<file path="src/rtl/ber_test_ctrl.sv">
`default_nettype none
// ============================================================================
// Module      : ber_test_ctrl
// Description : Bit-error-rate test controller. Discards SYNC_WORDS valid
//               words after start, then counts words, bits and bit errors
//               (popcount of err_vec) over a num_words window. Optional
//               early stop on an error threshold is built when the macro
//               BER_ERR_LIMIT_EN is defined.
// Revision    : 1.0 - initial release
// ============================================================================
module ber_test_ctrl #(
    parameter int WORD_W     = 8,
    parameter int CNT_W      = 32,
    parameter int SYNC_WORDS = 4
) (
    input  logic             clk,
    input  logic             rst_n,
    input  logic             start,
    input  logic             abort,
    input  logic [CNT_W-1:0] num_words,
    input  logic [CNT_W-1:0] err_limit,
    input  logic             word_valid,
    input  logic [WORD_W-1:0] err_vec,
    output logic             cmp_en,
    output logic             busy,
    output logic             done,
    output logic             limit_hit,
    output logic             overflow,
    output logic [CNT_W-1:0] word_count,
    output logic [CNT_W-1:0] bit_count,
    output logic [CNT_W-1:0] err_count
);

    localparam int c_POP_W  = $clog2(WORD_W + 1);
    localparam int c_SYNC_W = (SYNC_WORDS > 1) ? $clog2(SYNC_WORDS) : 1;

    localparam logic [1:0] c_IDLE = 2'd0;
    localparam logic [1:0] c_SYNC = 2'd1;
    localparam logic [1:0] c_RUN  = 2'd2;
    localparam logic [1:0] c_DONE = 2'd3;

    // With no discard window the test goes straight into counting.
    localparam logic [1:0]          c_FIRST_STATE = (SYNC_WORDS == 0) ? c_RUN : c_SYNC;
    localparam logic [CNT_W-1:0]    c_WORD_BITS   = CNT_W'(WORD_W);
    localparam logic [CNT_W-1:0]    c_CNT_MAX     = '1;
    localparam logic [c_SYNC_W-1:0] c_SYNC_LAST   = c_SYNC_W'((SYNC_WORDS > 0) ? SYNC_WORDS - 1 : 0);

    logic [1:0]          r_state;
    logic [c_SYNC_W-1:0] r_sync_cnt;
    logic [CNT_W-1:0]    r_num_words;
    logic [CNT_W-1:0]    r_word_count;
    logic [CNT_W-1:0]    r_bit_count;
    logic [CNT_W-1:0]    r_err_count;
    logic                r_done;
    logic                r_limit_hit;
    logic                r_overflow;

    logic [c_POP_W-1:0]  w_popcnt;
    logic [CNT_W:0]      w_err_sum;
    logic                w_err_sat;
    logic [CNT_W-1:0]    w_err_next;
    logic [CNT_W-1:0]    w_word_next;
    logic                w_last_word;
    logic                w_limit;

`ifdef BER_ERR_LIMIT_EN
    logic [CNT_W-1:0]    r_err_limit;

    // Early stop once the post-update error total reaches a non-zero limit.
    assign w_limit = (r_err_limit != '0) && (w_err_next >= r_err_limit);

    // Threshold is captured on an accepted start so it is stable for the test.
    always_ff @(posedge clk) begin
        if (!rst_n) begin
            r_err_limit <= '0;
        end else if ((r_state == c_IDLE || r_state == c_DONE) && start) begin
            r_err_limit <= err_limit;
        end
    end
`else
    logic w_unused_err_limit;

    // Without early stop the threshold input has no effect.
    assign w_unused_err_limit = ^err_limit;
    assign w_limit            = 1'b0;
`endif

    // Number of flagged bit errors in the current comparison word.
    always_comb begin
        w_popcnt = '0;
        for (int i = 0; i < WORD_W; i++) begin
            w_popcnt = w_popcnt + c_POP_W'(err_vec[i]);
        end
    end

    // Saturating error accumulation; the carry-out marks a saturating add.
    assign w_err_sum   = {1'b0, r_err_count} + (CNT_W + 1)'(w_popcnt);
    assign w_err_sat   = w_err_sum[CNT_W];
    assign w_err_next  = w_err_sat ? c_CNT_MAX : w_err_sum[CNT_W-1:0];
    assign w_word_next = r_word_count + CNT_W'(1);
    assign w_last_word = (w_word_next == r_num_words);

    // Test sequencing FSM with all counters and status flags registered.
    always_ff @(posedge clk) begin
        if (!rst_n) begin
            r_state      <= c_IDLE;
            r_sync_cnt   <= '0;
            r_num_words  <= '0;
            r_word_count <= '0;
            r_bit_count  <= '0;
            r_err_count  <= '0;
            r_done       <= 1'b0;
            r_limit_hit  <= 1'b0;
            r_overflow   <= 1'b0;
        end else begin
            case (r_state)
                c_IDLE, c_DONE: begin
                    // start wins over a simultaneous abort here.
                    if (start) begin
                        r_sync_cnt   <= '0;
                        r_num_words  <= num_words;
                        r_word_count <= '0;
                        r_bit_count  <= '0;
                        r_err_count  <= '0;
                        r_limit_hit  <= 1'b0;
                        r_overflow   <= 1'b0;
                        if (num_words == '0) begin
                            r_state <= c_DONE;
                            r_done  <= 1'b1;
                        end else begin
                            r_state <= c_FIRST_STATE;
                            r_done  <= 1'b0;
                        end
                    end
                end

                c_SYNC: begin
                    if (abort) begin
                        r_state <= c_IDLE;
                    end else if (word_valid) begin
                        if (r_sync_cnt == c_SYNC_LAST) begin
                            r_state <= c_RUN;
                        end else begin
                            r_sync_cnt <= r_sync_cnt + c_SYNC_W'(1);
                        end
                    end
                end

                c_RUN: begin
                    // Abort also discards a word arriving in the same cycle.
                    if (abort) begin
                        r_state <= c_IDLE;
                    end else if (word_valid) begin
                        r_word_count <= w_word_next;
                        r_bit_count  <= r_bit_count + c_WORD_BITS;
                        r_err_count  <= w_err_next;
                        if (w_err_sat) begin
                            r_overflow <= 1'b1;
                        end
                        if (w_limit) begin
                            r_limit_hit <= 1'b1;
                        end
                        if (w_last_word || w_limit) begin
                            r_state <= c_DONE;
                            r_done  <= 1'b1;
                        end
                    end
                end

                default: begin
                    r_state <= c_IDLE;
                end
            endcase
        end
    end

    assign busy       = (r_state == c_SYNC) || (r_state == c_RUN);
    assign cmp_en     = busy;
    assign done       = r_done;
    assign limit_hit  = r_limit_hit;
    assign overflow   = r_overflow;
    assign word_count = r_word_count;
    assign bit_count  = r_bit_count;
    assign err_count  = r_err_count;

endmodule
`default_nettype wire

</file>
<file path="config.mk">
export PLATFORM = sky130hd
export DESIGN_NAME = ber_test_ctrl
export DESIGN_NICKNAME = d
export VERILOG_FILES = /design/src/rtl/ber_test_ctrl.sv
export SDC_FILE = /design/constraint.sdc
export NUM_CORES = 1
export LEC_CHECK = 0
export ABC_AREA = 1
export ABC_CLOCK_PERIOD_IN_PS = 13400
export CAP_MARGIN = 20
export CORE_ASPECT_RATIO = 1.1
export CORE_MARGIN = 2
export CORE_UTILIZATION = 55
export DETAILED_ROUTE_END_ITERATION = 7
export GPL_TIMING_DRIVEN = 0
export PLACE_DENSITY = 0.95
export SETUP_SLACK_MARGIN = 0.05
export SLEW_MARGIN = 0
export SYNTH_ARGS = -nofsm -noshare
export SYNTH_HDL_FRONTEND = slang
export SYNTH_SLANG_ARGS = --single-unit
</file>
<file path="constraint.sdc">
create_clock -name clk -period 13.4 [get_ports clk]
set_clock_uncertainty 0.15 [all_clocks]
set_input_delay 2.01 -clock clk [delete_from_list [all_inputs] [get_ports clk]]
set_output_delay 2.01 -clock clk [all_outputs]
set_load 0.005 [all_outputs]
</file>
==> flow_summary.toml <==
[outcome]
outcome = "finished clean"

[critical_path]
crit_arrival_ns = 6.76
timing.rr.start = "err_count[0]$_SDFFE_PN0P_"
cp-end-kind = "register"
cp.buffers_inverters = 5
path_depth = 18
crit_top_cell = "fa_1"
crit_type = "input port to register"
r2r_slack_ns = 9.02
r2r-end = "err_count[21]$_SDFFE_PN0P_"
worstPathMaxFanout = 8
path_cells = "clkdlybuf4s50_1 > fa_1 > inv_1 > fa_1 > fa_1 > fa_1 > inv_1 > fa_1 > nand3_1 > nand3_1 > inv_1 > nor3_1 > nand2_1 > nor2_1 > inv_1 > nand3_1 > nand2_1 > a21oi_1"
max_stage_delay_ns = 0.55
cp_top_family = "adder cells"
r2r_cells = 16
setup.worst_path.start_class = "input port"
crit_slowest_cell = "fa_1"
cp-startpoint = "err_vec[0]"
worstSetupEndpoint = "err_count[21]$_SDFFE_PN0P_"
critPathRequiredTime_ns = 13.62

[floorplanning]
die_y_um = 130.8
rows = 46
die_w_um = 119.3
num_io_pins = 178
start_util_pct = 56.09
die_area_mm2 = 0.01560
coreArea_mm2 = 0.01433

[timing]
tns_ns = 0
worstMarginPinSlew_ns = 0.7480
setup_viol = 0
max-slew-margin-rel_pct = 50.13
rsz0062_at_grt = "no"
finalMaxSlewViolations = 0
fin_crit_ns = 6.540
period_share_pct = 48.80
final-hold-violation-count = 0
fmax_mhz = 152.9

[cts]
cts_resized = 0
cts.reportedPaths.clkPinSlew_ns = 0.06
cts_buffers = 17
clk_latency_ns = 0.45
cts_root_buf = "clkbuf_16"
cts_tree = "done"
cts_hold_buffers = 0
htreeDepth = 4
numClockSinks = 131
cts_setup_buffers = 0
ctsLongestPathBuffers = 2

[place]
gp_congestion = 1.009
port_buffers = 141
dp_hpwl_um = 19200

[logic_synthesis]
yosysSeqAreaShare_pct = 32.62
synthFlopType = "dfxtp_1"
yosysTopAreaCellShare_pct = 32.62
yosys.area_share.simple_pct = 38.35
synthMuxAreaShare_pct = 0
netlist_area_mm2 = 0.008039
yosysMostFrequentCell = "nand2_1"
synth_area_leader_cell = "dfxtp_1"
synth_area_leaders = "dfxtp_1 (33%), nand2_1 (16%), a21oi_1 (7.7%)"
synthXorXnorAreaFrac_pct = 3.377
yosysWarnings = 0
synth_enable_flop_cells = 0
yosys-top-cells-count = "nand2_1 (343), inv_1 (138), dfxtp_1 (131)"
synth.avg_cell_area_um2 = 6.411
synth_top_family_by_area = "simple AND/OR/NAND/NOR gates"
synth-compound-area-share_pct = 13.74
syn_inst = 1254
ys_ff_latch = 131
async_flop_share_pct = 0
post_synth_fa_ha_maj_area_fraction_pct = 2.957
synth_cell_types = 46

[grt]
track_usage_pct = 33.77
grt_overflow = 0
grt_pass1_vias = 8805
antenna_found_initial = 1
grt_max_degree = 17
grt_pass1_wl_um = 41610

[route]
maxUsedRoutingLayer = "met5"
route.vias.total = 9303
drtAntennaViolNets = 0
dr_wl_met3_um = 2377
drc = 0
wl_met1_um = 9937
wire_per_inst_um = 16.23
first_pass_iters = 7
via_per_inst = 5.736
wl_um = 26330
drtIter0Drc = 967
wl_met2_um = 12520

[finish]
drive_gt1_share_pct = 6.783
diodes = 0
nNetsFinal = 1510
syn_to_final_growth_pct = 28.09
final_util_pct = 71.85
fillers = 1128

[pwr]
power.density_mw_per_mm2 = 134.2
peakVddDrop_mv = 0.1171
p_leak_nw = 3.805

[min_path]
worstHoldPathType = "register to register"

[flow_run]
drv_cap = 0
-- logic make-up (layout without fill, tap and decap cells) --
kind of cell,Yosys count,count (layout)
other,1,4
XOR/XNOR,31,31
AND/OR/NAND/NOR,676,676
adder cells (fa/ha/maj),16,16
buffers and inverters,184,357
flip-flops,131,131
AO/OA/AOI/OAI,215,215
-- cells in the final DEF, fill, tap and decap left out, drive strengths merged --
master	instances
bufinv	2
ha	11
inv	151
clkinv	5
and2	1
or3	1
a21oi	124
conb	4
nor3b	1
nand4	24
o21bai	1
clkinvlp	1
nand3	117
o211ai	1
o211a	1
nand3b	3
xor2	25
buf	6
and3	1
nor2	129
nor3	29
o21ai	81
o21a	2
fa	5
nor4	13
clkdlybuf4s50	141
a21o	1
nor4b	1
a31oi	1
o31ai	1
o22ai	1
xnor2	6
dfxtp	131
clkbuf	51
nand2	352
a211oi	1
or2	4
-- layout make-up --
| cell class | instances | area (um^2) | area share [%] |
|---|---|---|---|
| sequential | 131 | 2623 | 25.47 |
| inverter | 144 | 540.5 | 5.249 |
| tap | 192 | 240.2 | 2.333 |
| buffer | 40 | 175.2 | 1.701 |
| clock buffer | 17 | 425.4 | 4.131 |
| timing repair buffer | 141 | 1411 | 13.71 |
| clock inverter | 15 | 170.2 | 1.652 |
| multi-input combinational | 942 | 4712 | 45.76 |
-- sequential cells by signal, summed over array words and instances, names as in the netlist --
register     cells
bit_count       29
overflow         1
err_count       32
word_count      32
r_num_words     32
r_state          2
done             1
r_sync_cnt       2
-- per-stage QoR --
| stage | total power [mW] | std cells | hold WS (ns) | worst slack, ns | instance area, um^2 |
|---|---|---|---|---|---|
| global placement | 0.8783 | 1590 | 0.2874 | 6.716 | 9702 |
| CTS | 1.368 | 1622 | 0.3121 | 6.949 | 10300 |
| detailed placement | 0.8911 | 1590 | 0.3042 | 6.621 | 9702 |
| global route | 1.441 | 1622 | 0.3379 | 6.603 | 10300 |
| floorplan | 0.7380 | 1257 | 0.2941 | 7.741 | 8050 |
| finish | 1.382 | 1622 | 0.3107 | 6.860 | 10300 |
-- power breakdown --
group,internal [mW],total (mW),switching (mW)
logic,0.139,0.448,0.309
clock network,0.279,0.480,0.201
registers,0.430,0.454,0.0241
-- per-layer routing --
| metal | track usage, % | up-vias |
|---|---|---|
| li1 | - | 4424 |
| met1 | 38.24 | 4261 |
| met2 | 58.76 | 484 |
| met3 | 7.205 | 132 |
| met4 | 20.80 | 2 |
| met5 | 0 | - |
-- worst min path at each step --
stage,from,to,slack [ns],cells past startpoint
global route,r_num_words[6]$_SDFFE_PN0P_,r_num_words[6]$_SDFFE_PN0P_,0.34,2
detailed placement,bit_count[31]$_SDFFE_PN0P_,bit_count[31]$_SDFFE_PN0P_,0.30,1
CTS,bit_count[31]$_SDFFE_PN0P_,bit_count[31]$_SDFFE_PN0P_,0.31,1
floorplan,r_num_words[6]$_SDFFE_PN0P_,r_num_words[6]$_SDFFE_PN0P_,0.29,2
global placement,bit_count[31]$_SDFFE_PN0P_,bit_count[31]$_SDFFE_PN0P_,0.29,1
finish,bit_count[31]$_SDFFE_PN0P_,bit_count[31]$_SDFFE_PN0P_,0.31,1
(Power assumes the default switching activity.)
